[src/rtl/key_pkg.sv]
// key_pkg: shared FSM state type, default debounce/long-press windows and 4-input priority encoder for key_debounce
package key_pkg;
  typedef enum logic [1:0] {IDLE, P_WAIT, PRESSED, R_WAIT} key_state_t;
  localparam int unsigned DB_T_DEF = 1000000;
  localparam int unsigned LP_T_DEF = 50000000;
  function automatic logic [1:0] prio_enc4(input logic [3:0] v);
    return v[0] ? 2'd0 : v[1] ? 2'd1 : v[2] ? 2'd2 : v[3] ? 2'd3 : 2'd0;
  endfunction
endpackage

[src/rtl/key_db_cell.sv]
// key_db_cell: one key's 2-flop sync, debounce FSM and optional long-press counter (KEY_LONGPRESS_EN); ports sys_clk, sys_rst_n, key_in (0=pressed) -> key_level, key_press, key_release, key_long, press_nxt (unregistered press for the top's key_valid/key_code)
module key_db_cell
  import key_pkg::*;
#(
  parameter int unsigned DB_T = DB_T_DEF,
  parameter int unsigned LP_T = LP_T_DEF
) (
  input  logic sys_clk,
  input  logic sys_rst_n,
  input  logic key_in,
  output logic key_level,
  output logic key_press,
  output logic key_release,
  output logic key_long,
  output logic press_nxt
);
  localparam logic [31:0] DB_M1 = 32'(DB_T - 1);
  logic s1, s2, level_n, release_n;
  key_state_t state, state_n;
  logic [31:0] cnt, cnt_n;
  always_ff @(posedge sys_clk or negedge sys_rst_n)
    if (!sys_rst_n) begin
      s1          <= 1'b1;
      s2          <= 1'b1;
      state       <= IDLE;
      cnt         <= '0;
      key_level   <= 1'b0;
      key_press   <= 1'b0;
      key_release <= 1'b0;
    end else begin
      s1          <= key_in;
      s2          <= s1;
      state       <= state_n;
      cnt         <= cnt_n;
      key_level   <= level_n;
      key_press   <= press_nxt;
      key_release <= release_n;
    end
  always_comb begin
    state_n   = state;
    cnt_n     = cnt;
    level_n   = key_level;
    press_nxt = 1'b0;
    release_n = 1'b0;
    case (state)
      IDLE:    if (!s2) begin state_n = P_WAIT; cnt_n = '0; end
      P_WAIT:  if (s2) state_n = IDLE;
               else if (cnt == DB_M1) begin state_n = PRESSED; press_nxt = 1'b1; level_n = 1'b1; end
               else cnt_n = cnt + 32'd1;
      PRESSED: if (s2) begin state_n = R_WAIT; cnt_n = '0; end
      R_WAIT:  if (!s2) state_n = PRESSED;
               else if (cnt == DB_M1) begin state_n = IDLE; release_n = 1'b1; level_n = 1'b0; end
               else cnt_n = cnt + 32'd1;
      default: state_n = IDLE;
    endcase
  end
`ifdef KEY_LONGPRESS_EN
  localparam logic [31:0] LP_M1 = 32'(LP_T - 1);
  localparam logic [31:0] LP_FRZ = 32'(LP_T);
  logic [31:0] lp_cnt;
  logic in_pressed;
  assign in_pressed = state == PRESSED;
  always_ff @(posedge sys_clk or negedge sys_rst_n)
    if (!sys_rst_n) begin
      lp_cnt   <= '0;
      key_long <= 1'b0;
    end else begin
      lp_cnt   <= press_nxt ? '0 :
                  in_pressed && lp_cnt < LP_M1 ? lp_cnt + 32'd1 :
                  in_pressed && lp_cnt == LP_M1 ? LP_FRZ : lp_cnt;
      key_long <= in_pressed && lp_cnt == LP_M1;
    end
`else
  logic [31:0] unused_lp;
  assign unused_lp = 32'(LP_T);
  assign key_long  = 1'b0;
`endif
endmodule

[src/rtl/key_debounce.sv]
// key_debounce: KEY_NUM active-low buttons synchronised/debounced into levels, press/release/long pulses (long needs KEY_LONGPRESS_EN) plus key_valid/key_code; ports sys_clk, sys_rst_n, key_in -> key_level, key_press, key_release, key_valid, key_code, key_long
module key_debounce
  import key_pkg::*;
#(
  parameter int unsigned KEY_NUM = 4,
  parameter int unsigned DB_T    = DB_T_DEF,
  parameter int unsigned LP_T    = LP_T_DEF
) (
  input  logic               sys_clk,
  input  logic               sys_rst_n,
  input  logic [KEY_NUM-1:0] key_in,
  output logic [KEY_NUM-1:0] key_level,
  output logic [KEY_NUM-1:0] key_press,
  output logic [KEY_NUM-1:0] key_release,
  output logic               key_valid,
  output logic [1:0]         key_code,
  output logic [KEY_NUM-1:0] key_long
);
  logic [KEY_NUM-1:0] press_nxt;
  logic [3:0] press4;
  for (genvar k = 0; k < KEY_NUM; k++) begin : g_key
    key_db_cell #(.DB_T(DB_T), .LP_T(LP_T)) u_cell (
      .sys_clk    (sys_clk),
      .sys_rst_n  (sys_rst_n),
      .key_in     (key_in[k]),
      .key_level  (key_level[k]),
      .key_press  (key_press[k]),
      .key_release(key_release[k]),
      .key_long   (key_long[k]),
      .press_nxt  (press_nxt[k])
    );
  end
  assign press4 = 4'(press_nxt);
  always_ff @(posedge sys_clk or negedge sys_rst_n)
    if (!sys_rst_n) begin
      key_valid <= 1'b0;
      key_code  <= 2'd0;
    end else begin
      key_valid <= |press4;
      key_code  <= |press4 ? prio_enc4(press4) : key_code;
    end
endmodule

[config.mk]
export PLATFORM = sky130hd
export DESIGN_NAME = key_debounce
export DESIGN_NICKNAME = d
export VERILOG_FILES = /design/src/rtl/key_pkg.sv /design/src/rtl/key_db_cell.sv /design/src/rtl/key_debounce.sv
export SDC_FILE = /design/constraint.sdc
export NUM_CORES = 1
export LEC_CHECK = 0
export BUFFER_PORTS_ARGS = -buffer_cell sky130_fd_sc_hd__buf_2
export CAP_MARGIN = 15
export CORE_MARGIN = 8
export CORE_UTILIZATION = 39
export DETAILED_ROUTE_END_ITERATION = 6
export GPL_TIMING_DRIVEN = 1
export PLACE_DENSITY_LB_ADDON = 0.2
export SYNTH_ARGS = -nofsm -noshare
export SYNTH_HDL_FRONTEND = slang
export SYNTH_SLANG_ARGS = --single-unit
[constraint.sdc]
create_clock -name sys_clk -period 4.1 [get_ports sys_clk]
set_clock_uncertainty 0.1 [all_clocks]
set_input_delay 0.615 -clock sys_clk [delete_from_list [all_inputs] [get_ports sys_clk]]
set_output_delay 0.615 -clock sys_clk [all_outputs]
set_load 0.01 [all_outputs]
==> results of run 1 <==
## per-stage QoR
step	instances	setup slack, ns	hold WS (ns)	power, µW	util, %
4_1_cts	1334	1.04	0.160	3740	43.9
6_report	1334	1.04	0.124	3700	43.9
5_1_grt	1334	0.823	0.161	3840	43.9
2_1_floorplan	1017	1.88	0.219	1790	-
3_5_place_dp	1302	1.07	0.250	1880	41.0
3_3_place_gp	1302	1.16	0.248	1870	41.0
## worst paths after layout
path / startpoint / to
setup / recovery: g_key[0].u_cell.cnt[1] / g_key[0].u_cell.cnt[15]
hold / removal: sys_rst_n / g_key[2].u_cell.state[0]
setup reg to reg: g_key[0].u_cell.cnt[1] / g_key[0].u_cell.cnt[15]
hold reg to reg: g_key[1].u_cell.s1 / g_key[1].u_cell.s2
max in group asynchronous: sys_rst_n / key_valid
min in group sys_clk: key_in[2] / g_key[2].u_cell.s1
## cell type report
type                            count  share of cell area [%]
Sequential cell                   159                    38.6
Inverter                           35                    1.27
Multi-Input combinational cell    752                    47.3
Clock buffer                       22                    4.59
Clock inverter                     10                    2.00
Timing Repair Buffer               37                    2.39
Tap cell                          319                    3.86
## registers in the layout (all words and copies together), names as in the netlist, named ones only
| signal | cells |
|---|---|
| g_key.u_cell.state | 4 |
| g_key.u_cell.key_release | 4 |
| key_valid | 1 |
| g_key.u_cell.s2 | 4 |
| g_key.u_cell.key_press | 4 |
| g_key.u_cell.cnt | 128 |
| key_code | 2 |
| g_key.u_cell.s1 | 4 |
| g_key.u_cell.key_level | 4 |
## worst max-delay path, cell delays in order (launching register included)
cell and delay, ns:
dfrtp_1 0.41, ha_1 0.22, nand3_1 0.30, or3_1 0.56
nor4_4 0.45, nand2b_1 0.50, buf_4 0.30, a221o_1 0.16
## power breakdown
group	total, µW	internal, µW	switching [µW]
Clock	1850	1190	664
Sequential	1660	1610	49.7
Combinational	190	57.3	133
## Yosys cell counts (all sizes together) (15+ instances only)
library cell  number  area, µm²
nor2              42        158
inv               35        131
or4               20        150
clkbuf            34        129
mux2i             15        150
nand2            104        390
nand4             50        338
a221o             22        220
a21oi             29        145
a31oi             22        138
nor4              46        358
nand3             59        295
and4              19        166
o21ai             48        240
and2              17        106
and3              25        156
a22o              17        149
nor3              45        253
dfrtp            151       3780
o31ai             22        165
buf               37        244
## logic make-up (layout without fill, tap and decap cells)
family	count (synthesis)	in the layout	synth area share, %
and+or+nand+nor	471	471	29.0
xor gates and xnor gates	8	8	0.828
muxes	21	21	2.32
buffers and inverters	106	104	5.38
DFF	159	159	42.6
AOI/OAI and AO/OA	244	244	19.3
other	1	4	0.0400
adders and majority gates	4	4	0.534
## per-layer routing
metal | up-vias | global-route usage, %
met4 | 0 | 5.26
met1 | 4008 | 23.7
met2 | 180 | 26.0
li1 | 3900 | -
met3 | 25 | 2.81
met5 | - | 0
## cells in the final DEF (no fill, tap or decap), types with 5 or more instances in the layout
| cell type | Yosys | final |
|---|---|---|
| a21oi_1 | 29 | 29 |
| a221o_1 | 22 | 22 |
| a22o_1 | 17 | 17 |
| a31oi_1 | 22 | 22 |
| a41oi_1 | 11 | 11 |
| and2_1 | 14 | 14 |
| and3_1 | 25 | 25 |
| and4_1 | 19 | 19 |
| buf_2 | 15 | 19 |
| buf_4 | 19 | 16 |
| bufinv_16 | 0 | 6 |
| clkbuf_16 | 0 | 17 |
| dfrtp_1 | 151 | 151 |
| dfstp_2 | 8 | 8 |
| inv_1 | 32 | 32 |
| mux2_2 | 6 | 6 |
| mux2i_1 | 15 | 15 |
| nand2_1 | 104 | 104 |
| nand3_1 | 59 | 59 |
| nand3b_1 | 6 | 6 |
| nand4_1 | 46 | 46 |
| nor2_1 | 42 | 42 |
| nor3_1 | 42 | 42 |
| nor4_1 | 39 | 39 |
| nor4b_1 | 8 | 8 |
| o211ai_1 | 10 | 10 |
| o21a_1 | 6 | 6 |
| o21ai_0 | 45 | 45 |
| o2bb2ai_1 | 8 | 8 |
| o311ai_0 | 5 | 5 |
| o31ai_1 | 22 | 22 |
| o41ai_1 | 6 | 6 |
| or3_1 | 11 | 11 |
| or4_1 | 20 | 20 |
==> impl_metrics.yaml, run 1 <==
clocking:
  cts.sinks: 159
  cts-buffers-inserted: 17
  cts_setup_buffers: 0
  clock_latency_ns: 0.44
  clk_pin_slew_ns: 0.07
  postCtsHoldBufs: 0
  cts-htree-levels: 4
  clockRootBuffer: "clkbuf_16"
  cts_tree: "yes"
  cts_buffer_depth: 2
  postCtsResizedCells: 0
run_status:
  status: "finished with violations"
  violations: "DRC"
grt:
  grt_max_degree: 83
  grt_usage_pct: 16.8
  antenna_found_initial: 0
  grt_pass1_wl_um: 39900
  gr-total-overflow: 0
  grt_pass1_vias: 7560
route:
  drc: 2
  vias: 8113
  ant_nets: 0
  wire_per_inst_um: 17.8
  wl_met3_um: 945
  m1WireLength_um: 11800
  avgViaCountPerCell: 6.08
  top_layer_used: "met4"
  met2_length_um: 10700
  routed_wl_um: 23700
  first_iter_violations: 644
  dr.pass1.iters: 7
critical_path:
  worstPathMaxFanout: 13
  cp.required_ns: 4.36
  critPathKind: "reg -> reg"
  rrSetupSlack_ns: 1.04
  setup.worst_path.end_class: "flip-flop"
  worst_setup_path_start_kind: "flip-flop"
  worstPathArrival_ns: 3.33
  reg2regPathDepth: 7
logic_synthesis:
  ys_seq_elements: 159
  ys_warn_count: 0
  ys_seq_area_share_pct: 42.6
  synthArstFlopShare_pct: 100
  synth_edf_count: 0
  synthDistinctLibCells: 80
  synth_flop_cell: "dfrtp_1"
  netlist_area_um2: 9370
  syn_inst: 1014
  syn_area_per_cell_um2: 9.24
cells_and_area:
  drive_gt1_share_pct: 10.9
  regArea_um2: 3990
  antennaDiodeCount: 0
  final_cell_area_um2: 10300
  fin_nets: 1012
  multiInputGateArea_um2: 4880
  synthToLayoutAreaGrowth_pct: 10.3
  fillers: 2315
power_and_ir_drop:
  p_leak_uw: 0.00424
  power.density_nw_per_um2: 358
  vdd_drop_max_v: 0.000284
sta:
  min_period_ns: 3.06
  setup-tns-final_ns: 0
  finalCritPeriodShare_pct: 74.7
  clock.fmax_ghz: 0.327
  tightest_slew_ns: 1.12
  setup_viol_count_final: 0
  maxSlewViolCount: 0
  hold_violations: 0
  rsz0062_at_grt: "false"
  maxSlewHeadroom_pct: 25.3
floorplan:
  die_x_um: 171
  dieHeight_um: 171
  start_util_pct: 39.8
  coreArea_um2: 23500
  pin_count: 25
  rows: 56
  die_area_um2: 29200
placement:
  place_hpwl_um: 15700
  place_congestion: 0.825
  io_buffers: 20
  dpl_cell_area_um2: 9650
worst_hold_path:
  hp-class: "in -> async"
job:
  maxCapViolations: 0
(Power assumes the default switching activity.)
==> run 2, diff against run 1 <==
Clock period 4.1 ns to 2.7 ns, I/O delays scaled along.
==> impl_metrics.yaml, run 2 (synthesized netlist as in run 1, its figures left out) <==
sta:
  setup-tns-final_ns: 0
  min_period_ns: 2.49
  fin_ws_ns: 0.209
  hold_violations: 0
  maxSlewHeadroom_pct: 44.3
  tightest_slew_ns: 0.832
  rsz0062_at_grt: "false"
  setup_viol_count_final: 0
  maxSlewViolCount: 0
  finalCritPeriodShare_pct: 92.3
  clock.fmax_ghz: 0.401
route:
  vias: 8161
  routed_wl_um: 24500
  wire_per_inst_um: 17.9
  drc: 0
  avgViaCountPerCell: 5.96
  first_iter_violations: 583
  dr.pass1.iters: 5
  ant_nets: 0
cells_and_area:
  fin_nets: 1048
  drive_gt1_share_pct: 13.7
  synthToLayoutAreaGrowth_pct: 12.1
  max_flop_register: "g_key.u_cell.cnt"
  final_cell_mix: "dfrtp_1, nand2_1, nand3_1"
  layout.cells.most_common: "dfrtp_1"
  largest_reg_flops: 128
  fin_cells: 1370
  antennaDiodeCount: 0
power_and_ir_drop:
  p_leak_uw: 0.00435
  vdd_drop_max_v: 0.000265
  power.density_nw_per_um2: 487
clocking:
  cts.sinks: 159
  cts_buffer_depth: 2
  cts-buffers-inserted: 17
  cts-htree-levels: 4
  clockRootBuffer: "clkbuf_16"
  clk_pin_slew_ns: 0.07
  cts_tree: "yes"
  clock_latency_ns: 0.44
  cts_setup_buffers: 0
placement:
  place_inst: 1332
  place_congestion: 0.848
  place_hpwl_um: 16700
  io_buffers: 20
  pre_cts_ws_ns: 0.270
critical_path:
  worst_setup_path_start_kind: "flip-flop"
  worstPathArrival_ns: 2.77
  crit_slowest_cell: "nor4_2"
  setup.worst_path.end_class: "flip-flop"
  path_cells: "nor4b_1, nand3_1, buf_4, nor4_2, or3b_2, o211a_1"
  worstPathMaxFanout: 7
  max_stage_delay_ns: 0.57
  cp.required_ns: 2.98
  critPathKind: "reg -> reg"
floorplan:
  pin_count: 25
  die_x_um: 171
  die_area_um2: 29200
  coreArea_um2: 23500
  start_util_pct: 39.8
  dieHeight_um: 171
  rows: 56
grt:
  antenna_found_initial: 0
  grt_pass1_wl_um: 42100
  grt_max_degree: 52
  grt_pass1_vias: 7952
  grt_usage_pct: 17.7
  gr-total-overflow: 0
run_status:
  status: "completed"
job:
  maxCapViolations: 0
worst_hold_path:
  hp-class: "reg -> reg"
[run 2: cell types whose count changed in the layout (fill, tap and decap cells not counted), sizes merged]
cell,previous run,this run
dlygate4sd3,0,5
clkinv,3,2
inv,35,42
clkinvlp,1,6
clkbuf,22,17
bufinv,6,0
buf,37,68
[run 2: worst max-delay path: cells and delay by family (launching register included)]
| kind | cells | cell delay (ns) |
|---|---|---|
| simple gates | 4 | 1.52 |
| flops | 1 | 0.45 |
| buf+inv | 1 | 0.23 |
| compound gates | 1 | 0.14 |
[run 2: final timing paths]
check	startpoint	endpoint	slack [ns]	cells past startpoint
worst max-delay path	g_key[3].u_cell.cnt[7]	key_code[1]	0.21	6
worst min-delay path	g_key[1].u_cell.s1	g_key[1].u_cell.s2	0.26	0
worst max register to register	g_key[3].u_cell.cnt[7]	key_code[1]	0.21	6
worst min register to register	g_key[1].u_cell.s1	g_key[1].u_cell.s2	0.26	0
max in group asynchronous	sys_rst_n	g_key[0].u_cell.s2	1.33	3
min in group asynchronous	sys_rst_n	g_key[2].u_cell.cnt[31]	0.38	2
[run 2: layout make-up]
| type | count | area, µm² |
|---|---|---|
| Clock buffer | 17 | 425 |
| Clock inverter | 15 | 126 |
| Fill cell | 2308 | 13000 |
| Inverter | 35 | 131 |
| Multi-Input combinational cell | 752 | 4880 |
| Sequential cell | 159 | 3990 |
| Tap cell | 319 | 399 |
| Timing Repair Buffer | 73 | 542 |
[run 2: per-layer routing]
metal	global-route usage, %	vias up	part of all wire (%)
met3	2.70	39	3.9
met5	0	-	0
met1	25.3	3967	50
met4	5.56	0	1.6
met2	27.2	175	45
li1	-	3980	-
[run 2: timing repair]
| action | CTS | global route |
|---|---|---|
| resized for setup | 0 | 0 |
| setup endpoints to repair | 0 | 0 |
| endpoints found under the hold margin | 49 | 0 |
| hold buffers | 5 | 0 |
[run 2: through the flow]
stage          hold slack (ns)  power, µW  area, µm²  util (%)
2_1_floorplan          0.00941       2720       9380         -
3_3_place_gp             0.252       2860       9890      42.0
3_5_place_dp             0.250       2870       9890      42.0
4_1_cts                  0.260       5180      10500      44.6
5_1_grt                  0.261       5330      10500      44.6
6_report                 0.257       5120      10500      44.6
[run 2: where the power goes]
part	total [µW]	internal (µW)	switching, µW
Combinational	310	103	207
Sequential	2520	2440	78.7
Clock	2290	1200	1090
Total	5120	3740	1370
